$ cat src/rtl/alu_pkg.sv
// Shared definitions for the ALU arbiter: data/opcode widths, opcode values and FSM states.
package alu_pkg;

    localparam int DATA_W = 4;
    localparam int OP_W   = 3;

    localparam logic [OP_W-1:0] OP_ADD = 3'b000;
    localparam logic [OP_W-1:0] OP_SUB = 3'b001;
    localparam logic [OP_W-1:0] OP_AND = 3'b010;
    localparam logic [OP_W-1:0] OP_OR  = 3'b011;
    localparam logic [OP_W-1:0] OP_NOT = 3'b100;

    typedef enum logic [1:0] {
        ST_IDLE = 2'd0,
        ST_EXEC = 2'd1,
        ST_RESP = 2'd2
    } state_t;

    function automatic logic op_is_legal(input logic [OP_W-1:0] op);
        return (op <= OP_NOT);
    endfunction

endpackage

$ cat src/rtl/alu_core.sv
// Purely combinational 4-bit ALU: result, illegal-opcode flag and carry/borrow out.
module alu_core
    import alu_pkg::*;
(
    input  logic [DATA_W-1:0] a,
    input  logic [DATA_W-1:0] b,
    input  logic [OP_W-1:0]   op,
    output logic [DATA_W-1:0] result,
    output logic              err,
    output logic              carry
);

    logic [DATA_W:0] sum;
    logic [DATA_W:0] diff;

    assign sum  = {1'b0, a} + {1'b0, b};
    // The extra MSB of the subtraction is set exactly when a < b, i.e. a borrow.
    assign diff = {1'b0, a} - {1'b0, b};
    assign err  = ~op_is_legal(op);

    always_comb begin
        result = '0;
        carry  = 1'b0;
        case (op)
            OP_ADD: begin
                result = sum[DATA_W-1:0];
                carry  = sum[DATA_W];
            end
            OP_SUB: begin
                result = diff[DATA_W-1:0];
                carry  = diff[DATA_W];
            end
            OP_AND:  result = a & b;
            OP_OR:   result = a | b;
            OP_NOT:  result = ~a;
            default: result = '0;
        endcase
    end

endmodule

$ cat src/rtl/alu_arbiter.sv
// Round-robin arbiter sharing one ALU among NREQ requesters (IDLE -> EXEC -> RESP).
// Optional zero/carry response flags are enabled by defining ALU_ARBITER_FLAGS_EN.
module alu_arbiter
    import alu_pkg::*;
#(
    parameter int NREQ = 2
)
(
    input  logic                   clk,
    input  logic                   rst,
    input  logic [NREQ-1:0]        req_valid,
    output logic [NREQ-1:0]        req_ready,
    input  logic [4*NREQ-1:0]      req_a,
    input  logic [4*NREQ-1:0]      req_b,
    input  logic [3*NREQ-1:0]      req_op,
    output logic                   rsp_valid,
    input  logic                   rsp_ready,
    output logic [1:0]             rsp_id,
    output logic [DATA_W-1:0]      rsp_result,
    output logic                   rsp_err
`ifdef ALU_ARBITER_FLAGS_EN
    ,
    output logic                   rsp_zero,
    output logic                   rsp_carry
`endif
);

    state_t            state_reg, state_next;
    logic [1:0]        last_grant_reg;
    logic [DATA_W-1:0] a_reg, b_reg;
    logic [OP_W-1:0]   op_reg;
    logic [1:0]        id_reg;
    logic [DATA_W-1:0] result_reg;
    logic              err_reg;
    logic [1:0]        rsp_id_reg;

    logic [DATA_W-1:0] a_arr  [NREQ];
    logic [DATA_W-1:0] b_arr  [NREQ];
    logic [OP_W-1:0]   op_arr [NREQ];

    logic              win_found;
    logic [1:0]        win_idx;
    logic [DATA_W-1:0] sel_a, sel_b;
    logic [OP_W-1:0]   sel_op;
    logic              grant_en;
    logic              transfer;

    logic [DATA_W-1:0] core_result;
    logic              core_err;
    logic              core_carry;

    for (genvar gi = 0; gi < NREQ; gi++) begin : g_lane
        assign a_arr[gi]     = req_a[4*gi +: 4];
        assign b_arr[gi]     = req_b[4*gi +: 4];
        assign op_arr[gi]    = req_op[3*gi +: 3];
        assign req_ready[gi] = grant_en && (win_idx == 2'(gi));
    end

    // Search starts just after the last winner so every valid requester is reached within NREQ grants.
    always_comb begin
        win_found = 1'b0;
        win_idx   = last_grant_reg;
        for (int k = 1; k <= NREQ; k++) begin
            for (int i = 0; i < NREQ; i++) begin
                if (!win_found && req_valid[i] && (((int'(last_grant_reg) + k) % NREQ) == i)) begin
                    win_found = 1'b1;
                    win_idx   = 2'(i);
                end
            end
        end
        sel_a  = a_arr[0];
        sel_b  = b_arr[0];
        sel_op = op_arr[0];
        for (int i = 1; i < NREQ; i++) begin
            if (win_idx == 2'(i)) begin
                sel_a  = a_arr[i];
                sel_b  = b_arr[i];
                sel_op = op_arr[i];
            end
        end
    end

    // Held low while rst is asserted so no grant is visible during reset.
    assign grant_en = (state_reg == ST_IDLE) && win_found && !rst;
    assign transfer = |(req_valid & req_ready);

    always_comb begin
        state_next = state_reg;
        case (state_reg)
            ST_IDLE: if (transfer) state_next = ST_EXEC;
            ST_EXEC: state_next = ST_RESP;
            ST_RESP: if (rsp_ready) state_next = ST_IDLE;
            default: state_next = ST_IDLE;
        endcase
    end

    alu_core u_core (
        .a      (a_reg),
        .b      (b_reg),
        .op     (op_reg),
        .result (core_result),
        .err    (core_err),
        .carry  (core_carry)
    );

    always_ff @(posedge clk or posedge rst) begin
        if (rst) begin
            state_reg      <= ST_IDLE;
            last_grant_reg <= 2'(NREQ - 1);
            a_reg          <= '0;
            b_reg          <= '0;
            op_reg         <= '0;
            id_reg         <= '0;
            result_reg     <= '0;
            err_reg        <= 1'b0;
            rsp_id_reg     <= '0;
        end else begin
            state_reg <= state_next;
            if (state_reg == ST_IDLE && transfer) begin
                a_reg          <= sel_a;
                b_reg          <= sel_b;
                op_reg         <= sel_op;
                id_reg         <= win_idx;
                last_grant_reg <= win_idx;
            end
            if (state_reg == ST_EXEC) begin
                result_reg <= core_result;
                err_reg    <= core_err;
                rsp_id_reg <= id_reg;
            end
        end
    end

`ifdef ALU_ARBITER_FLAGS_EN
    logic zero_reg;
    logic carry_reg;

    always_ff @(posedge clk or posedge rst) begin
        if (rst) begin
            zero_reg  <= 1'b0;
            carry_reg <= 1'b0;
        end else if (state_reg == ST_EXEC) begin
            zero_reg  <= (core_result == '0);
            carry_reg <= core_carry;
        end
    end

    assign rsp_zero  = zero_reg;
    assign rsp_carry = carry_reg;
`else
    logic unused_carry;
    assign unused_carry = core_carry;
`endif

    assign rsp_valid  = (state_reg == ST_RESP);
    assign rsp_id     = rsp_id_reg;
    assign rsp_result = result_reg;
    assign rsp_err    = err_reg;

endmodule

$ cat config.mk
export PLATFORM = sky130hd
export DESIGN_NAME = alu_arbiter
export DESIGN_NICKNAME = d
export VERILOG_FILES = /design/src/rtl/alu_pkg.sv /design/src/rtl/alu_core.sv /design/src/rtl/alu_arbiter.sv
export SDC_FILE = /design/constraint.sdc
export NUM_CORES = 1
export LEC_CHECK = 0
export CAP_MARGIN = 20
export CORE_ASPECT_RATIO = 0.8
export CORE_MARGIN = 4
export CORE_UTILIZATION = 45
export DETAILED_ROUTE_END_ITERATION = 8
export PLACE_DENSITY = 0.76
export SETUP_SLACK_MARGIN = 0.15
export SKIP_LAST_GASP = 1
export SLEW_MARGIN = 25
export SYNTH_ARGS = -nofsm -noshare
export SYNTH_HDL_FRONTEND = slang
export SYNTH_HIERARCHICAL = 1
export SYNTH_SLANG_ARGS = --single-unit
$ cat constraint.sdc
create_clock -name clk -period 2.4 [get_ports clk]
set_clock_uncertainty 0.2 [all_clocks]
set_input_delay 0.24 -clock clk [delete_from_list [all_inputs] [get_ports clk]]
set_output_delay 0.24 -clock clk [all_outputs]
set_load 0.05 [all_outputs]
==> results.md, run 1 <==
- Final Critical Period: about 2200 ps
- Clk Latency, worst-skew pair: 270 ps
- Vias: 1,231
- Switching Share: 43.8%
- Worst path bufs/invs: 1
- Core Area: between 0.003 and 0.004 mm^2
- Hold-fix buffers, CTS: 0
- Clock Sinks: 23
- WL/cell: around 14 um
- Port Buf Inserts: 36
- CTS clk-pin slew, worst paths: 90 ps
- Post-DP HPWL: 2.57 mm
- CTS tree: built
- CP most frequent cell: a221o_1
- Share of cells above drive strength 1: 25.8%
- Die width: 73.0 um
- Area delta synth->final: 38.8%
- Pleak: 0.978 nW
- Nets@finish: 239
- Fillers: 221
- Die area: 0.00438 mm^2
- Gr usage total: between 10% and 20%
- Max clock buf depth: 2
- First-pass GRT wire length: 5.50 mm
- Critical Path Sink: rsp_result[3]
- Met3 Track Usage GR: under 10%
- Max stage delay on crit path: 410 ps
- Met2 Use GR: 32.5%
- R2r endpoint: rsp_result[3]
- WL final: 3.44 mm
- Psw: 0.00119 W
- Hold slack: around 140 ps
- CTS Buf Count: 3
- Initial antenna violation count: 0
- Combinational group share of total power: a little under two thirds
- Critical path required time: 2360 ps
- Num rows: 18
- Met1 Use GR: 18.0%
- Setup crit start kind: flop
- Slew Limit Fails: 0
- Reg2reg start: a_reg[1]
- Worst min path class: in -> async
- Largest net degree at the start of global routing: 24
- Drt pass-1 iters: 4
- Starting DRC count in detailed routing: 26
- R2r setup slk: 170 ps
- Worst-Margin Slew: 501 ps
- Slew headroom: between 60% and 70%
- Initial Utilization: a little under half
- Seq pwr share: 27.1%
- Max_cap viols: 0
- Syn nets: 189
- Synth Warn #: 6
- Root Buffer: clkbuf_8
- N_diodes: 0
- Crit. Startpoint: a_reg[1]
- CTS H-Tree Depth: 1
- Post-route antenna net violation count: 0
- Setup violations, final: 0
- Data arrival, critical path: 2190 ps
- Average vias per placed instance: about 5.2
- Max Clock Freq: roughly 450 MHz
- Critical path depth: 7
- Crit-path cells: buf_4, ha_2, a21oi_2, o21ai_1, a221o_1, a221o_1, mux2_2
- CP max stage cell: dfrtp_1
- Worst r2r path cells: 7
- GRT Max-Usage Layer: met2
- Clock power frac: 9.1%
- GR Overflow Total: 0
- CP Class: reg -> reg
- CP Capture Type: flop
- Synth Instances: 149
- CP top delay family: compound AO/OA/AOI/OAI gates
- Status: finished, final reports clean
- Gpl congestion: 0.875
- Pwr per Cell Area: 1280 mW/mm^2
- Unrepaired setup endpoints after global routing: true
- Sum Neg Setup Slack: 0 ps
- Synth Cell Area: between 0.0015 and 0.002 mm^2
- # IOs: 37
- Worst-path maximum fanout: 3
- Die height: 60.0 um
- Internal Pwr Total: between 0.0015 and 0.002 W
- DR DRC count: 0
- Endpoints failing hold: 0
- Period utilization: between 90% and 100%
- Vias in the first global route: roughly 1,200
- Peak VDD IR: around 0.58 mV
- Syn Area/Cell: 10.2 um^2
## tightest hold or removal path: cells and delay by family
family	cells	cell delay (ps)
buf+inv	3	770
## cells in the final DEF, fill, tap and decap left out, types with 2 or more instances in the layout
cell / n
mux2_2: 8
inv_2: 4
fa_1: 2
a21oi_1: 13
clkbuf_8: 3
a21oi_2: 2
clkdlybuf4s50_1: 34
o21a_1: 2
nor2_1: 13
inv_1: 14
dfrtp_1: 21
nor3_1: 4
mux2i_1: 14
ha_2: 2
ha_1: 6
o21ai_0: 2
ha_4: 3
nand2_1: 4
o21ai_1: 2
a221o_1: 2
nand2b_1: 4
buf_4: 18
## worst min path at each step
stage,depth (start not counted),slack [ps],start,endpoint
6_report,3,140,rst,last_grant_reg[1]
2_1_floorplan,1,40,rst,a_reg[0]
4_1_cts,3,160,rst,state_reg[1]
3_3_place_gp,1,280,id_reg[0],rsp_id[0]
3_5_place_dp,1,300,rsp_err,rsp_err
5_1_grt,3,200,rst,last_grant_reg[1]
## final cells by class
class	instances	area (um^2)	area share, %
multi-input combinational	100	875	41.4
sequential	23	578	27.4
timing repair buffer	53	495	23.5
inverter	18	67.6	3.20
tap	40	50.0	2.37
clock buffer	3	41.3	1.95
clock inverter	1	5.00	0.237
## power by group through the flow
stage / clock network, W / logic, W / registers, W
global placement: 0 / 0.00139 / 0.000716
detailed placement: 0 / 0.00146 / 0.000735
floorplan: 0 / 0.000970 / 0.000841
global route: 0.000270 / 0.00188 / 0.000765
CTS: 0.000253 / 0.00154 / 0.000725
finish: 0.000246 / 0.00173 / 0.000735
## layer usage
| metal | wire length [um] | vias to the layer above |
|---|---|---|
| met5 | 0 | - |
| met4 | 19 | 0 |
| met3 | 140 | 2 |
| met2 | 1880 | 25 |
| met1 | 1400 | 603 |
| li1 | - | 601 |
## stage by stage
step | utilization [%] | cells | worst slack [ps] | total power [W] | area [um^2]
2_1_floorplan | - | 149 | 163 | 0.00181 | 1520
3_3_place_gp | 61.0 | 225 | 170 | 0.00211 | 1940
3_5_place_dp | 61.0 | 225 | 100 | 0.00220 | 1940
4_1_cts | 63.4 | 231 | 136 | 0.00252 | 2010
5_1_grt | 66.5 | 238 | 134 | 0.00292 | 2110
6_report | 66.5 | 238 | 172 | 0.00271 | 2110
## repair_timing
item / 4_1_cts / 5_1_grt
hold endpoints to repair: 0 / 0
gates resized for setup: 5 / 14
setup endpoints to repair: 3 / 4
pin swaps: 0 / 3
setup buffers: 2 / 7
Power figures use the tool's default switching activity.
==> run 2: changes to the inputs <==
- CORE_ASPECT_RATIO: 0.8 -> 0.6
==> run 2 against run 1 <==
  * First-iteration DRC count rose by 96%
  * Combinational power barely moved
  * Clock power fell by 3%
  * Design area fell by 0.59%
  * Via count fell by 1.4%
  * Sequential power rose by 1%
  * Core utilization fell by 1.8 points
  * Worst hold slack improved by 13 ps
  * Count of clock-buffer cells in the layout did not move
  * Setup slack got worse by 6.8 ps
  * Critical path type unchanged
  * Largest cell class unchanged
==> results.md, run 2 (synthesized netlist as in run 1, its figures left out) <==
- Setup violations, final: 0 (unchanged)
- Pleak: 0.968 nW (was 0.978 nW)
- Die area: 0.00441 mm^2 (was 0.00438 mm^2)
- Setup crit start kind: flop (unchanged)
- Initial Utilization: 46.9% (was 47.9%)
- Starting DRC count in detailed routing: 51 (was 26)
- CTS Buf Count: 3 (unchanged)
- R2r endpoint: rsp_result[1] (was rsp_result[3])
- DR DRC count: 0 (unchanged)
- GR Overflow Total: 0 (unchanged)
- Die height: 53.0 um (was 60.0 um)
- Max_cap viols: 0 (unchanged)
- Switching Share: 44.2% (was 43.8%)
- Gpl congestion: 0.808 (was 0.875)
- Area delta synth->final: 38.0% (was 38.8%)
- WL final: 3.53 mm (was 3.44 mm)
- Most common cell after layout, fill and taps aside: clkdlybuf4s50_1 (unchanged)
- Area of the multi-input gates: 867 um^2 (was 875 um^2)
- N_diodes: 0 (unchanged)
- CTS clk-pin slew, worst paths: 80 ps (was 90 ps)
- First-pass GRT wire length: 5.62 mm (was 5.50 mm)
- Psw: 0.00120 W (was 0.00119 W)
- Status: finished, final reports clean (unchanged)
- Nets@finish: 236 (was 239)
- Period utilization: 93.1% (was 92.9%)
- Most frequent cells in the layout: clkdlybuf4s50_1 (34), dfrtp_1 (22), inv_1 (15) (was clkdlybuf4s50_1 (34), dfrtp_1 (21), buf_4 (18))
- CP Class: reg -> reg (unchanged)
- Num rows: 16 (was 18)
- Root Buffer: clkbuf_8 (unchanged)
- Worst r2r path cells: 8 (was 7)
- Max Clock Freq: 447 MHz (was 449 MHz)
- Endpoints failing hold: 0 (unchanged)
- Worst-Margin Slew: 514 ps (was 501 ps)
- Internal Pwr Total: 0.00151 W (was 0.00152 W)
- # IOs: 37 (unchanged)
- Combinational group share of total power: 63.8% (about the same)
- CTS tree: built (unchanged)
- Slew Limit Fails: 0 (unchanged)
- Core Area: 0.00324 mm^2 (was 0.00318 mm^2)
- Hold slack: 155 ps (was 142 ps)
- Unrepaired setup endpoints after global routing: true (unchanged)
- Data arrival, critical path: 2240 ps (was 2190 ps)
- Vias: 1,214 (was 1,231)
- FF/Latch Area: 577 um^2 (was 578 um^2)
- Initial antenna violation count: 0 (unchanged)
- Final Critical Period: 2240 ps (was 2230 ps)
- Reg2reg start: a_reg[0] (was a_reg[1])
- Fillers: 250 (was 221)
- Gr usage total: 16.4% (was 16.6%)
- Slew headroom: 65.8% (was 66.5%)
- Peak VDD IR: 0.676 mV (was 0.580 mV)
- Worst min path class: in -> async (unchanged)
- WL/cell: 14.7 um (was 14.5 um)
- Critical path required time: 2410 ps (was 2360 ps)
- Max clock buf depth: 2 (unchanged)
- Clk Latency, worst-skew pair: 260 ps (was 270 ps)
- DR WL met2: 1.73 mm (was 1.88 mm)
- Post-DP HPWL: 2.57 mm (about the same)
- Post-route antenna net violation count: 0 (unchanged)
- Metal3 WL: 230 um (was 140 um)
- Pwr Total: 0.00271 W (about the same)
- Port Buf Inserts: 36 (unchanged)
- Vias in the first global route: 1,219 (was 1,184)
- R2r setup slk: 160 ps (was 170 ps)
- Seq pwr share: 27.4% (was 27.1%)
- Routed metal-1 wirelength: 1.48 mm (was 1.40 mm)
- Top Layer Used: met4 (unchanged)
- Average vias per placed instance: 5.06 (was 5.17)
- CTS H-Tree Depth: 1 (unchanged)
- Clock power frac: 8.8% (was 9.1%)
- Share of cells above drive strength 1: 23.1% (was 25.8%)
- Worst-path maximum fanout: 3 (unchanged)
- Post-layout util: 64.7% (was 66.5%)
- Clock Sinks: 23 (unchanged)
- CP Capture Type: flop (unchanged)
- Pwr per Cell Area: 1290 mW/mm^2 (was 1280 mW/mm^2)
- Largest net degree at the start of global routing: 25 (was 24)
- Die width: 83.1 um (was 73.0 um)
- Drt pass-1 iters: 4 (unchanged)
run 2: cell count changes in the layout (fill, tap and decap cells not counted), sizes merged:
cell  delta
buf      -3
run 2: layout make-up:
cell class	instances	area share, %
clock buffers	3	1.97
clock inverters	1	0.238
inverters	18	3.22
multi-input cells	100	41.3
flip-flops and latches	23	27.5
well taps	45	2.68
repair buffers	50	23.1
run 2: critical path, cell delays in order (launching register included):
cell and delay, ps:
dfrtp_1 420, inv_2 100, ha_4 140, inv_1 60, fa_1 490, inv_1 40, mux4_2 460, o21ai_2 140
mux2_4 150
run 2: routing by layer:
metal	global-route usage (%)	vias to the layer above
met1	19.6	574
met3	5.60	10
li1	-	589
met5	0	-
met4	3.53	0
met2	29.1	41
run 2: worst max-delay path by stage:
stage	cells after the start	to	start
2_1_floorplan	7	rsp_result[3]	a_reg[1]
3_3_place_gp	7	rsp_result[3]	b_reg[1]
4_1_cts	7	rsp_result[3]	a_reg[1]
6_report	8	rsp_result[1]	a_reg[0]
5_1_grt	9	rsp_result[2]	a_reg[0]
3_5_place_dp	7	rsp_result[3]	b_reg[1]
run 2: power by group through the flow:
| stage | Clock [W] | Sequential [W] | Combinational, W |
|---|---|---|---|
| after detailed placement | 0 | 0.000751 | 0.00145 |
| after global placement | 0 | 0.000731 | 0.00136 |
| final | 0.000238 | 0.000743 | 0.00173 |
| after global routing | 0.000264 | 0.000772 | 0.00188 |
| after CTS | 0.000249 | 0.000734 | 0.00156 |
| after floorplan | 0 | 0.000841 | 0.000970 |
run 2: what timing repair did:
item | in CTS | in global routing
setup endpoints to repair | 3 | 3
resized for setup | 7 | 9
hold buffers | 0 | 0
pin swaps | 0 | 3
setup buffers | 5 | 4
cloned | 0 | 0
run 2: stage by stage:
step | instances | worst slack [ps] | setup TNS, ps | area [um^2]
floorplan | 149 | 163 | 0 | 1520
global route | 240 | 16.2 | 0 | 2100
detailed placement | 227 | -45.0 | -45.0 | 1930
global placement | 227 | 119 | 0 | 1930
finish | 240 | 165 | 0 | 2100
CTS | 236 | 146 | 0 | 2020
==> run 3: changes to the inputs <==
- CORE_UTILIZATION: 45 -> 46
- CTS_BUF_LIST: not set -> sky130_fd_sc_hd__clkbuf_4 sky130_fd_sc_hd__clkbuf_8
- PLACE_DENSITY: 0.76 -> 0.78
==> run 3 against run 2 <==
  * Clock power barely moved
  * Core utilization increased by 3.7 points
  * Sequential share of layout area increased by 0.42 points
  * Setup slack better by 21 ps
  * First-iteration DRC count up 24%
  * Critical path depth unchanged
  * Global-route usage grew 0.61 points
  * Maximum frequency grew 0.94%
  * Final cell count fell by 0.83%
  * Flip-flop and latch count did not move
  * Via count barely moved
==> results.md, run 3 (synthesized netlist as in run 1, its figures left out) <==
- Critical path required time: 2410 ps (about the same)
- CTS tree: built (unchanged)
- Worst r2r path cells: 8 (unchanged)
- Data arrival, critical path: 2230 ps (was 2240 ps)
- Gr usage total: 17.0% (was 16.4%)
- R2r endpoint: rsp_result[1] (unchanged)
- Max Clock Freq: 452 MHz (was 447 MHz)
- Port Buf Inserts: 36 (unchanged)
- Combinational group share of total power: 63.4% (was 63.8%)
- Worst-Margin Slew: 503 ps (was 514 ps)
- Crit-path cells: inv_2, ha_2, inv_1, fa_1, inv_1, mux4_2, o21ai_1, mux2_2 (was inv_2, ha_4, inv_1, fa_1, inv_1, mux4_2, o21ai_2, mux2_4)
- Num rows: 15 (was 16)
- Worst path bufs/invs: 3 (unchanged)
- WL/cell: 14.3 um (was 14.7 um)
- Final instance area: 0.00207 mm^2 (was 0.00210 mm^2)
- Clock Sinks: 23 (unchanged)
- Initial antenna violation count: 0 (unchanged)
- Max_cap viols: 0 (unchanged)
- Post-layout util: 68.4% (was 64.7%)
- N_diodes: 0 (unchanged)
- Die height: 52.6 um (was 53.0 um)
- Pleak: 0.965 nW (was 0.968 nW)
- Pwr Total: 0.00263 W (was 0.00271 W)
- Crit. Startpoint: a_reg[0] (unchanged)
- Die width: 82.2 um (was 83.1 um)
- Reg2reg start: a_reg[0] (unchanged)
- Psw: 0.00115 W (was 0.00120 W)
- CP max stage cell: fa_1 (unchanged)
- Internal Pwr Total: 0.00148 W (was 0.00151 W)
- Status: finished, final reports clean (unchanged)
- Most common cell after layout, fill and taps aside: clkdlybuf4s50_1 (unchanged)
- Sum Neg Setup Slack: 0 ps (unchanged)
- Post-DP HPWL: 2.65 mm (was 2.57 mm)
- CP Class: reg -> reg (unchanged)
- Placed inst area: 0.00195 mm^2 (was 0.00193 mm^2)
- Drt pass-1 iters: 4 (unchanged)
- GR Overflow Total: 0 (unchanged)
- Unrepaired setup endpoints after global routing: true (unchanged)
- Hold-fix buffers, CTS: 0 (unchanged)
- Setup violations, final: 0 (unchanged)
- WL final: 3.39 mm (was 3.53 mm)
- DR DRC count: 0 (unchanged)
- Setup crit start kind: flop (unchanged)
- Period utilization: 92.3% (was 93.1%)
- Slew headroom: 66.4% (was 65.8%)
- Vias: 1,213 (was 1,214)
- # IOs: 37 (unchanged)
- Area delta synth->final: 35.9% (was 38.0%)
- CP Capture Type: flop (unchanged)
- Root Buffer: clkbuf_8 (unchanged)
- Peak VDD IR: 0.596 mV (was 0.676 mV)
- Fillers: 221 (was 250)
- CTS clk-pin slew, worst paths: 90 ps (was 80 ps)
- Worst-path maximum fanout: 3 (unchanged)
- Average vias per placed instance: 5.10 (was 5.06)
- Endpoints failing hold: 0 (unchanged)
- Clk Latency, worst-skew pair: 270 ps (was 260 ps)
- CTS H-Tree Depth: 1 (unchanged)
- Share of cells above drive strength 1: 23.5% (was 23.1%)
- Pwr per Cell Area: 1270 mW/mm^2 (was 1290 mW/mm^2)
- Largest net degree at the start of global routing: 24 (was 25)
- Gpl congestion: 0.747 (was 0.808)
- Most frequent cells in the layout: clkdlybuf4s50_1 (34), dfrtp_1 (22), buf_4 (15) (was clkdlybuf4s50_1 (34), dfrtp_1 (22), inv_1 (15))
- CTS Buf Count: 3 (unchanged)
- Switching Share: 43.9% (was 44.2%)
- Slew Limit Fails: 0 (unchanged)
- Initial Utilization: 50.4% (was 46.9%)
- Worst min path class: in -> async (unchanged)
- Max clock buf depth: 2 (unchanged)
- Seq pwr share: 27.5% (was 27.4%)
- Post-route antenna net violation count: 0 (unchanged)
- Nets@finish: 237 (was 236)
- First-pass GRT wire length: 5.49 mm (was 5.62 mm)
- Die area: 0.00432 mm^2 (was 0.00441 mm^2)
- Starting DRC count in detailed routing: 63 (was 51)
- CP top delay family: adder cells (unchanged)
- Vias in the first global route: 1,223 (was 1,219)
- Max stage delay on crit path: 480 ps (was 490 ps)
- Core Area: 0.00302 mm^2 (was 0.00324 mm^2)
- Final Critical Period: 2210 ps (was 2240 ps)
- R2r setup slk: 190 ps (was 160 ps)
- CP most frequent cell: inv_1 (unchanged)
- Clock power frac: 9.2% (was 8.8%)
-- run 3: worst max path at each step --
stage	to	slack (ps)	depth (start not counted)
after CTS	rsp_result[1]	150	8
final	rsp_result[1]	190	8
after global placement	rsp_result[3]	170	7
after detailed placement	rsp_result[3]	110	7
after floorplan	rsp_result[3]	160	7
after global routing	rsp_result[3]	120	7
-- run 3: through the flow --
stage	setup WS [ps]	instances	hold WS (ps)
finish	185	238	148
global route	120	238	206
CTS	153	236	167
detailed placement	111	228	294
global placement	168	228	287
floorplan	163	149	41.2
-- run 3: power groups by stage --
stage          Clock, W  Combinational [W]  Sequential [W]
2_1_floorplan         0           0.000970        0.000841
3_3_place_gp          0            0.00140        0.000717
3_5_place_dp          0            0.00148        0.000735
4_1_cts        0.000246            0.00155        0.000717
5_1_grt        0.000260            0.00183        0.000744
6_report       0.000241            0.00167        0.000722
-- run 3: what timing repair did --
item | CTS | global route
gates resized for setup | 3 | 12
setup buffers | 4 | 2
setup endpoints to repair | 2 | 3
gates cloned | 0 | 0
pin swaps | 1 | 0
-- run 3: layer usage --
layer,vias to the layer above,share of wire [%],global-route usage [%]
met5,-,0,0
met4,0,1.4,3.31
met3,6,5.6,4.47
met2,37,49,30.5
met1,574,44,20.6
li1,596,-,-
-- run 3: worst register-to-register path, cell delays in order (launching register included) --
cell and delay [ps]:
dfrtp_1 420, inv_2 80, ha_2 180, inv_1 50, fa_1 480, inv_1 40
mux4_2 440, o21ai_1 120, mux2_2 150
-- run 3: area by class of cell --
class	instances	area, um^2	area share (%)
multi-input combinational	100	841	40.7
inverter	18	67.6	3.27
timing repair buffer	51	484	23.4
tap	42	52.6	2.54
clock inverter	1	5.00	0.242
sequential	23	577	27.9
clock buffer	3	41.3	2.00
